===== src/rtl/memory_stage_if.sv =====
// Data-SRAM request/handshake bus between the MEM stage (master) and the data memory (slave).
interface memory_stage_if;
  logic        data_req;
  logic        data_wr;
  logic [1:0]  data_size;
  logic [31:0] data_addr;
  logic [31:0] data_wdata;
  logic        data_addr_ok;
  logic        data_data_ok;
  logic [31:0] data_rdata;

  modport master (
    output data_req, data_wr, data_size, data_addr, data_wdata,
    input  data_addr_ok, data_data_ok, data_rdata
  );

  modport slave (
    input  data_req, data_wr, data_size, data_addr, data_wdata,
    output data_addr_ok, data_data_ok, data_rdata
  );
endinterface


===== src/rtl/memory_stage.sv =====
// MIPS MEM stage: issues data-SRAM transactions for loads/stores, aligns load data,
// and owns the MEM/WB pipeline register.
module memory_stage #(
  parameter logic [31:0] RESET_PC = 32'hbfc00000
) (
  input  logic                  clk,
  input  logic                  reset,
  input  logic                  valid_EX_MEM,
  input  logic                  MemRead_EX_MEM,
  input  logic                  MemWrite_EX_MEM,
  input  logic [2:0]            LoadType_EX_MEM,
  input  logic [1:0]            StoreSize_EX_MEM,
  input  logic                  MemToReg_EX_MEM,
  input  logic [3:0]            RegWrite_EX_MEM,
  input  logic [1:0]            MFHL_EX_MEM,
  input  logic [4:0]            RegWaddr_EX_MEM,
  input  logic [31:0]           ALUResult_EX_MEM,
  input  logic [31:0]           MemWdata_EX_MEM,
  input  logic [31:0]           PC_EX_MEM,
  input  logic [31:0]           HI_EX_MEM,
  input  logic [31:0]           LO_EX_MEM,
  memory_stage_if.master        data_bus,
  output logic                  MEM_stall,
  output logic                  valid_MEM_WB,
  output logic                  MemToReg_MEM_WB,
  output logic [3:0]            RegWrite_MEM_WB,
  output logic [1:0]            MFHL_MEM_WB,
  output logic [4:0]            RegWaddr_MEM_WB,
  output logic [31:0]           ALUResult_MEM_WB,
  output logic [31:0]           PC_MEM_WB,
  output logic [31:0]           MemRdata_MEM_WB,
  output logic [31:0]           HI_MEM_WB,
  output logic [31:0]           LO_MEM_WB
);

  typedef enum logic [1:0] {IDLE, REQ, WAIT} state_t;
  typedef enum logic [2:0] {
    LD_W = 3'b000, LD_B = 3'b001, LD_BU = 3'b010, LD_H = 3'b011,
    LD_HU = 3'b100, LD_WL = 3'b101, LD_WR = 3'b110
  } load_t;

  state_t      state;
  load_t       load_type;
  logic        mem_op;
  logic        mem_done;
  logic        latch_wb;
  logic [1:0]  byte_off;
  logic [7:0]  rd_byte;
  logic [15:0] rd_half;
  logic [31:0] load_data;
  logic [3:0]  load_rw;

  assign load_type = load_t'(LoadType_EX_MEM);
  assign byte_off  = ALUResult_EX_MEM[1:0];
  assign mem_op    = valid_EX_MEM & (MemRead_EX_MEM | MemWrite_EX_MEM);
  assign mem_done  = (state == WAIT) & data_bus.data_data_ok;
  assign MEM_stall = mem_op & ~mem_done;
  assign latch_wb  = (valid_EX_MEM & ~mem_op) | mem_done;

  // Request is raised combinationally in IDLE so an immediate addr_ok saves a cycle.
  assign data_bus.data_req = mem_op & ((state == IDLE) | (state == REQ));
  assign data_bus.data_wr  = MemWrite_EX_MEM;

  always_ff @(posedge clk) begin
    if (reset) begin
      state <= IDLE;
    end else begin
      case (state)
        IDLE: if (mem_op) state <= data_bus.data_addr_ok ? WAIT : REQ;
        REQ:  if (data_bus.data_addr_ok) state <= WAIT;
        WAIT: if (data_bus.data_data_ok) state <= IDLE;
        default: state <= IDLE;
      endcase
    end
  end

  always_comb begin
    data_bus.data_addr = ALUResult_EX_MEM;
    data_bus.data_size = 2'd2;
    if (MemWrite_EX_MEM) begin
      data_bus.data_size = StoreSize_EX_MEM;
    end else begin
      case (load_type)
        LD_B, LD_BU: data_bus.data_size = 2'd0;
        LD_H, LD_HU: data_bus.data_size = 2'd1;
        default:     data_bus.data_size = 2'd2;
      endcase
      if (load_type == LD_WL || load_type == LD_WR)
        data_bus.data_addr[1:0] = '0;
    end
  end

  always_comb begin
    case (StoreSize_EX_MEM)
      2'd0:    data_bus.data_wdata = {4{MemWdata_EX_MEM[7:0]}};
      2'd1:    data_bus.data_wdata = {2{MemWdata_EX_MEM[15:0]}};
      default: data_bus.data_wdata = MemWdata_EX_MEM;
    endcase
  end

  always_comb begin
    rd_byte   = 8'(data_bus.data_rdata >> {byte_off, 3'b000});
    rd_half   = byte_off[1] ? data_bus.data_rdata[31:16] : data_bus.data_rdata[15:0];
    load_data = data_bus.data_rdata;
    load_rw   = RegWrite_EX_MEM;
    case (load_type)
      LD_B:  load_data = {{24{rd_byte[7]}}, rd_byte};
      LD_BU: load_data = {24'd0, rd_byte};
      LD_H:  load_data = {{16{rd_half[15]}}, rd_half};
      LD_HU: load_data = {16'd0, rd_half};
      // ~byte_off == 3 - byte_off for a 2-bit offset
      LD_WL: begin
        load_data = data_bus.data_rdata << {~byte_off, 3'b000};
        load_rw   = 4'b1111 << ~byte_off;
      end
      LD_WR: begin
        load_data = data_bus.data_rdata >> {byte_off, 3'b000};
        load_rw   = 4'b1111 >> byte_off;
      end
      default: load_data = data_bus.data_rdata;
    endcase
    if (!MemRead_EX_MEM)
      load_rw = RegWrite_EX_MEM;
  end

  always_ff @(posedge clk) begin
    if (reset) begin
      valid_MEM_WB     <= 1'b0;
      MemToReg_MEM_WB  <= 1'b0;
      RegWrite_MEM_WB  <= '0;
      MFHL_MEM_WB      <= '0;
      RegWaddr_MEM_WB  <= '0;
      ALUResult_MEM_WB <= '0;
      PC_MEM_WB        <= RESET_PC;
      MemRdata_MEM_WB  <= '0;
      HI_MEM_WB        <= '0;
      LO_MEM_WB        <= '0;
    end else if (latch_wb) begin
      valid_MEM_WB     <= 1'b1;
      MemToReg_MEM_WB  <= MemToReg_EX_MEM;
      RegWrite_MEM_WB  <= load_rw;
      MFHL_MEM_WB      <= MFHL_EX_MEM;
      RegWaddr_MEM_WB  <= RegWaddr_EX_MEM;
      ALUResult_MEM_WB <= ALUResult_EX_MEM;
      PC_MEM_WB        <= PC_EX_MEM;
      MemRdata_MEM_WB  <= load_data;
      HI_MEM_WB        <= HI_EX_MEM;
      LO_MEM_WB        <= LO_EX_MEM;
    end else begin
      valid_MEM_WB     <= 1'b0;
      MemToReg_MEM_WB  <= 1'b0;
      RegWrite_MEM_WB  <= '0;
      MFHL_MEM_WB      <= '0;
    end
  end

endmodule

===== src/flat_wrapper.sv =====
// flat-port wrapper written by rule: the top's interface ports become plain ports
module memory_stage_flat 
#(
  parameter logic [31:0] RESET_PC = 32'hbfc00000
)
  (clk, reset, valid_EX_MEM, MemRead_EX_MEM, MemWrite_EX_MEM, LoadType_EX_MEM, StoreSize_EX_MEM, MemToReg_EX_MEM, RegWrite_EX_MEM, MFHL_EX_MEM, RegWaddr_EX_MEM, ALUResult_EX_MEM, MemWdata_EX_MEM, PC_EX_MEM, HI_EX_MEM, LO_EX_MEM, MEM_stall, valid_MEM_WB, MemToReg_MEM_WB, RegWrite_MEM_WB, MFHL_MEM_WB, RegWaddr_MEM_WB, ALUResult_MEM_WB, PC_MEM_WB, MemRdata_MEM_WB, HI_MEM_WB, LO_MEM_WB, data_bus_data_req, data_bus_data_wr, data_bus_data_size, data_bus_data_addr, data_bus_data_wdata, data_bus_data_addr_ok, data_bus_data_data_ok, data_bus_data_rdata);
  memory_stage_if data_bus_i ();
  input  logic clk;
  input  logic reset;
  input  logic valid_EX_MEM;
  input  logic MemRead_EX_MEM;
  input  logic MemWrite_EX_MEM;
  input  logic [2:0] LoadType_EX_MEM;
  input  logic [1:0] StoreSize_EX_MEM;
  input  logic MemToReg_EX_MEM;
  input  logic [3:0] RegWrite_EX_MEM;
  input  logic [1:0] MFHL_EX_MEM;
  input  logic [4:0] RegWaddr_EX_MEM;
  input  logic [31:0] ALUResult_EX_MEM;
  input  logic [31:0] MemWdata_EX_MEM;
  input  logic [31:0] PC_EX_MEM;
  input  logic [31:0] HI_EX_MEM;
  input  logic [31:0] LO_EX_MEM;
  output logic MEM_stall;
  output logic valid_MEM_WB;
  output logic MemToReg_MEM_WB;
  output logic [3:0] RegWrite_MEM_WB;
  output logic [1:0] MFHL_MEM_WB;
  output logic [4:0] RegWaddr_MEM_WB;
  output logic [31:0] ALUResult_MEM_WB;
  output logic [31:0] PC_MEM_WB;
  output logic [31:0] MemRdata_MEM_WB;
  output logic [31:0] HI_MEM_WB;
  output logic [31:0] LO_MEM_WB;
  output wire logic [$bits(data_bus_i.data_req)-1:0] data_bus_data_req;
  output wire logic [$bits(data_bus_i.data_wr)-1:0] data_bus_data_wr;
  output wire logic [$bits(data_bus_i.data_size)-1:0] data_bus_data_size;
  output wire logic [$bits(data_bus_i.data_addr)-1:0] data_bus_data_addr;
  output wire logic [$bits(data_bus_i.data_wdata)-1:0] data_bus_data_wdata;
  input wire logic [$bits(data_bus_i.data_addr_ok)-1:0] data_bus_data_addr_ok;
  input wire logic [$bits(data_bus_i.data_data_ok)-1:0] data_bus_data_data_ok;
  input wire logic [$bits(data_bus_i.data_rdata)-1:0] data_bus_data_rdata;
  assign data_bus_data_req = data_bus_i.data_req;
  assign data_bus_data_wr = data_bus_i.data_wr;
  assign data_bus_data_size = data_bus_i.data_size;
  assign data_bus_data_addr = data_bus_i.data_addr;
  assign data_bus_data_wdata = data_bus_i.data_wdata;
  assign data_bus_i.data_addr_ok = data_bus_data_addr_ok;
  assign data_bus_i.data_data_ok = data_bus_data_data_ok;
  assign data_bus_i.data_rdata = data_bus_data_rdata;
  memory_stage #(.RESET_PC(RESET_PC)) u_core (.clk(clk), .reset(reset), .valid_EX_MEM(valid_EX_MEM), .MemRead_EX_MEM(MemRead_EX_MEM), .MemWrite_EX_MEM(MemWrite_EX_MEM), .LoadType_EX_MEM(LoadType_EX_MEM), .StoreSize_EX_MEM(StoreSize_EX_MEM), .MemToReg_EX_MEM(MemToReg_EX_MEM), .RegWrite_EX_MEM(RegWrite_EX_MEM), .MFHL_EX_MEM(MFHL_EX_MEM), .RegWaddr_EX_MEM(RegWaddr_EX_MEM), .ALUResult_EX_MEM(ALUResult_EX_MEM), .MemWdata_EX_MEM(MemWdata_EX_MEM), .PC_EX_MEM(PC_EX_MEM), .HI_EX_MEM(HI_EX_MEM), .LO_EX_MEM(LO_EX_MEM), .data_bus(data_bus_i), .MEM_stall(MEM_stall), .valid_MEM_WB(valid_MEM_WB), .MemToReg_MEM_WB(MemToReg_MEM_WB), .RegWrite_MEM_WB(RegWrite_MEM_WB), .MFHL_MEM_WB(MFHL_MEM_WB), .RegWaddr_MEM_WB(RegWaddr_MEM_WB), .ALUResult_MEM_WB(ALUResult_MEM_WB), .PC_MEM_WB(PC_MEM_WB), .MemRdata_MEM_WB(MemRdata_MEM_WB), .HI_MEM_WB(HI_MEM_WB), .LO_MEM_WB(LO_MEM_WB));
endmodule

===== config.mk =====
export PLATFORM = sky130hd
export DESIGN_NAME = memory_stage_flat
export DESIGN_NICKNAME = d
export VERILOG_FILES = /design/src/rtl/memory_stage_if.sv /design/src/rtl/memory_stage.sv /design/src/flat_wrapper.sv
export SDC_FILE = /design/constraint.sdc
export NUM_CORES = 1
export LEC_CHECK = 0
export ABC_AREA = 1
export BUFFER_PORTS_ARGS = -buffer_cell sky130_fd_sc_hd__buf_2
export CAP_MARGIN = 5
export CORE_AREA = 2 2 179 181
export DETAILED_ROUTE_END_ITERATION = 6
export DIE_AREA = 0 0 181 183
export HOLD_SLACK_MARGIN = 0.03
export PLACE_DENSITY = 0.5
export SETUP_SLACK_MARGIN = 0.15
export SKIP_CTS_REPAIR_TIMING = 1
export SYNTH_ARGS = -nofsm -noshare
export SYNTH_HDL_FRONTEND = slang
export SYNTH_SLANG_ARGS = --single-unit
export TNS_END_PERCENT = 1

===== constraint.sdc =====
create_clock -name clk -period 1.3 [get_ports clk]
set_input_delay 0.195 -clock clk [delete_from_list [all_inputs] [get_ports clk]]
set_output_delay 0.195 -clock clk [all_outputs]
set_load 0.03 [all_outputs]

* Yosys cells after proc, flatten, opt, wreduce, memory -nomap -nowiden
Cells that the tools add are included.
Storage, ports and cells: register bits after elaboration 175, logic and storage cells 61
Operators by class: eq/ne operators 12, shift-type cells 4, mux-type cells 15, bitwise operators 12, reductions and logical operators 7
Operator list (count):
- 32-bit case mux with 6 select lines | 1
- 32-bit case mux with 2 select lines | 1
- 32-bit by 5-bit left shift with 32-bit output | 1
- 32-bit by 5-bit >> shifter with 32-bit output | 1
- 16-bit 2-to-1 mux | 1
- 2-bit 2-to-1 mux | 7
- 3-bit equality test, second input constant | 3
- 4-bit case mux with 2 select lines | 1
- 3-bit by 2-bit equality test with 1-bit output, second input constant | 2
- 2-bit case mux with 3 select lines | 1
- 2-bit OR reduction | 3
- 1-bit AND | 5
- 2-bit by 1-bit equality test with 1-bit output, second input constant | 2
- 2-bit logical NOT | 2
- 4-bit 2-to-1 mux | 1
- 2-bit inequality test, second input constant | 2
- 2-bit case mux with 2 select lines | 1
- 4-bit by 2-bit left shift with 4-bit output, first input constant | 1
- 4-bit by 2-bit >> shifter with 4-bit output, first input constant | 1
- 3-bit by 1-bit equality test with 1-bit output, second input constant | 1
- 1-bit NOT | 3
- 1-bit bitwise OR | 3
- 3-bit AND reduction | 1
- 2-bit equality test, second input constant | 1
- other kinds (4) | 4

* Longest topological paths before layout
word-level depth 7, depth in mapped cells 12

* Worst setup path before layout
OpenSTA, ideal clock, no wires.
kind input -> output, start input port LoadType_EX_MEM[0], end output port data_bus_data_size[1], arrival 1.454 ns, required time 1.105 ns, slack -0.349 ns, stages 5, buffers on the path 1, path through inv_1 -> nand3_1 -> nand2_4 -> buf_2 -> o31ai_1
On the way: cells in the longest elaborated chain, start to end 4
Ends and longest elaborated chain:
- start: declaration | RTL line flat_wrapper.sv:13 | input logic [2:0] LoadType_EX_MEM;
- 3-bit by 2-bit equality test with 1-bit output, or another cell as far along | RTL line memory_stage.sv:83 | case (load_type)
- 2-bit OR reduction | RTL line memory_stage.sv:83
- 2-bit case mux with 2 select lines * | RTL line memory_stage.sv:83
- 2-bit 2-to-1 mux * | RTL line memory_stage.sv:80 | if (MemWrite_EX_MEM) begin
- end: declaration | RTL line flat_wrapper.sv:37 | output wire logic [$bits(data_bus_i.data_size)-1:0] data_bus_data_size;
Mark *: on every way between the ends. The rest lies on a longest branch, timed or not.

* Final worst setup path
start register u_core.state[0], end register u_core.HI_MEM_WB[2]
On the way: cells in the longest elaborated chain, start to end 3
Ends and longest elaborated chain:
- start: declaration | RTL line memory_stage.sv:42 | state_t state;
- start signal: assignment | RTL line memory_stage.sv:69 | IDLE: if (mem_op) state <= data_bus.data_addr_ok ? WAIT : REQ;
- 2-bit equality test | RTL line memory_stage.sv:56 | assign mem_done = (state == WAIT) & data_bus.data_data_ok;
- 1-bit AND | RTL line memory_stage.sv:56
- 1-bit bitwise OR | RTL line memory_stage.sv:58 | assign latch_wb = (valid_EX_MEM & ~mem_op) | mem_done;
- end signal: assignment | RTL line memory_stage.sv:136 | HI_MEM_WB <= '0;
- end signal: assignment | RTL line memory_stage.sv:147 | HI_MEM_WB <= HI_EX_MEM;
- end: declaration | RTL line memory_stage.sv:32 | output logic [31:0] HI_MEM_WB,
Every way passes these cells. A chain may end at the register's enable or synchronous reset.

==> flow_summary_export.csv <==
group,metric,value,unit
detailed_routing,initialDrtViolationCount,569,
layout,areaGrowthSynthToFinish,79.5,%
timing,rsz0062_at_grt,"yes",
setup_path,arrival,1.75,ns
die,dieArea,33100,µm²
setup_path,required,1.62,ns
yosys,synth-warning-count,0,
setup_path,start_kind,"register",
yosys,syn_nets,1318,
power_and_ir_drop,ir_drop,0.886,mV
cts,clock-sinks,175,
yosys,yosys.area.top_type_share,43.0,%
detailed_routing,routedWlPerCell,17.8,µm
yosys,synthesis.area,8140,µm²
cts,clk_latency,0.44,ns
timing,fin_worst_skew,0.00722,ns
timing,final.setup.tns,-8.47,ns
detailed_routing,drt-total-wl,38.0,mm
global_route,grt_pass1_wl,50.1,mm
yosys,synthCells,1102,
run_status,violations,"negative setup slack",
layout,mostFrequentLayoutCell,"nand2_1",
detailed_routing,vias,9810,
die,fp-row-count,65,
layout,layout-drive-gt1-share,36.4,%
layout,nets,1932,
power_and_ir_drop,leakage,7.43,nW
run,maxCapViolCount,0,
timing,period_needed,1.43,ns
cts,htree_levels,4,
cts,numCtsBuffers,17,
yosys,ys_seq_elements,175,
detailed_routing,first_pass_iters,7,
layout,fill_cells,3038,
cts,clk_pin_slew,0.08,ns
yosys,syn_avg_cell_area,7.39,µm²
detailed_routing,antenna_left,0,
cts,clock_path_buffers,2,
setup_path,crit_path_start,"u_core.state[0]$_SDFFE_PP0P_",
placement,io_buffers,457,
timing,fmax,700,MHz
die,die_h,183,µm
global_route,grt_pass1_vias,8450,
setup_path,critPathKind,"register to register",
timing,slew_headroom,75.2,%
die,io_pins,458,
power_and_ir_drop,p_per_area,1060,nW/µm²
timing,tightestPinTransition,0.371,ns
placement,dp_hpwl,26.3,mm
yosys,ys_seq_area_share,43.0,%
timing,finalWorstSetupSlack,-0.128,ns
setup_path,r2r_start,"u_core.state[0]$_SDFFE_PP0P_",
die,start_util,26.1,%
placement,gp_congestion,0.857,
timing,drv_slew,0,
global_route,grtUsageTotal,19.7,%
worst_hold_path,min_from,"data_bus_data_rdata[5]",
yosys,ys_types,28,
detailed_routing,via_per_inst,4.60,
placement,pre_cts_ws,-0.343,ns
run_status,status,"finished with violations",
global_route,antenna_found_initial,6,
layout,mostFrequentLayoutCells,"nand2_1, buf_2, buf_6",
power_and_ir_drop,finalPower,15.5,mW
worst_hold_path,hold_class,"input port to register",
die,core_area,31200,µm²
timing,hold_violations,0,
setup_path,critical_path.max_fanout,8,
setup_path,critPathCaptureType,"register",
layout,multi_input_area,3810,µm²
die,die_w,181,µm
detailed_routing,drc_errors,0,
timing,post-route-period-util,110,%
layout,ff_latch_area,3520,µm²
global_route,grt_overflow,0,
cts,root_buffer,"clkbuf_16",
global_route,grt_max_degree,35,
yosys,synth_top_cells_by_area,"dfxtp_1, nand2_1, a22o_1, nor2_1, nand3_1",
cts,cts_tree,"built",
yosys,yosysTopAreaCell,"dfxtp_1",
timing,setup_viol,112,
==> per-stage QoR <==
stage	util [%]	cells	hold WS, ns	cell area, µm²
finish	46.8	2134	0.0451	14600
global route	46.8	2132	0.0468	14600
CTS	37.7	1978	-0.0868	11800
detailed placement	35.9	1946	0.396	11200
global placement	35.9	1946	0.378	11200
floorplan	-	1102	0.271	8250
==> sequential cells by signal, indices dropped and copies added, names as in the netlist <==
| name | count |
|---|---|
| u_core.ALUResult_MEM_WB | 32 |
| u_core.MemToReg_MEM_WB | 1 |
| u_core.valid_MEM_WB | 1 |
| u_core.LO_MEM_WB | 32 |
| u_core.PC_MEM_WB | 32 |
| u_core.state | 2 |
| u_core.MFHL_MEM_WB | 2 |
| u_core.RegWrite_MEM_WB | 4 |
| u_core.MemRdata_MEM_WB | 32 |
| u_core.RegWaddr_MEM_WB | 5 |
| u_core.HI_MEM_WB | 32 |
==> per-layer routing <==
layer | track usage, % | vias to the layer above | share of wire (%)
met4 | 7.19 | 4 | 2.8
met2 | 33.8 | 384 | 49
met5 | 0 | - | 0.042
li1 | - | 4835 | -
met3 | 5.68 | 70 | 7.5
met1 | 23.5 | 4517 | 40
==> cell families after synthesis <==
family	synth area share, %
AND/OR/NAND/NOR	26.9
buffers and inverters	11.2
flip-flops	43.0
AO/OA/AOI/OAI	18.9
==> critical path, cell delays in order (launching register included) <==
cell and delay [ns]:
dfxtp_2 0.34, inv_2 0.04, nand3_2 0.07, nand2_4 0.08, buf_12 0.14, nand2_8 0.08, inv_8 0.05, clkbuf_16 0.17
buf_16 0.14, a22o_1 0.19
==> cell usage after synthesis <==
| cell type | number |
|---|---|
| buf_1 | 3 |
| nand2_4 | 3 |
| a21o_1 | 1 |
| nand3_2 | 3 |
| inv_2 | 5 |
| inv_1 | 78 |
| buf_4 | 40 |
| buf_2 | 42 |
| nor3_1 | 4 |
| nand2_1 | 364 |
| buf_6 | 1 |
| clkinv_1 | 1 |
| nor4_1 | 1 |
| a22o_1 | 122 |
| o22a_1 | 9 |
| nor2_1 | 84 |
| a31oi_1 | 1 |
| a21oi_1 | 15 |
| dfxtp_1 | 175 |
| nand3_1 | 62 |
| nand4_1 | 8 |
| nor2_8 | 1 |
| clkbuf_1 | 16 |
| o21ai_0 | 49 |
| nor2_2 | 3 |
| o211ai_1 | 7 |
| nand2_2 | 3 |
| o31ai_1 | 1 |
==> path summary, 6_finish.rpt <==
check / end / slack, ns / cells past startpoint
hold reg to reg: u_core.MemRdata_MEM_WB[3]$_SDFFE_PP0P_ / 0.46 / 2
setup / recovery: u_core.HI_MEM_WB[2]$_SDFFE_PP0P_ / -0.13 / 9
setup reg to reg: u_core.HI_MEM_WB[2]$_SDFFE_PP0P_ / -0.13 / 9
hold / removal: u_core.MemRdata_MEM_WB[5]$_SDFFE_PP0P_ / 0.05 / 3
==> area by class of cell <==
type / count / area share, %
timing repair buffer: 697 / 40.3
multi-input combinational: 741 / 26.1
sequential: 175 / 24.1
tap: 402 / 3.44
clock buffer: 19 / 3.10
inverter: 84 / 2.24
clock inverter: 13 / 0.728
antenna: 3 / 0.0514
==> power by group <==
group	total (mW)	internal, mW	switching, mW
logic	4.62	2.05	2.57
registers	5.96	5.71	0.253
clock network	4.96	2.59	2.37
total	15.5	10.3	5.20
Power figures use the tool's default switching activity.
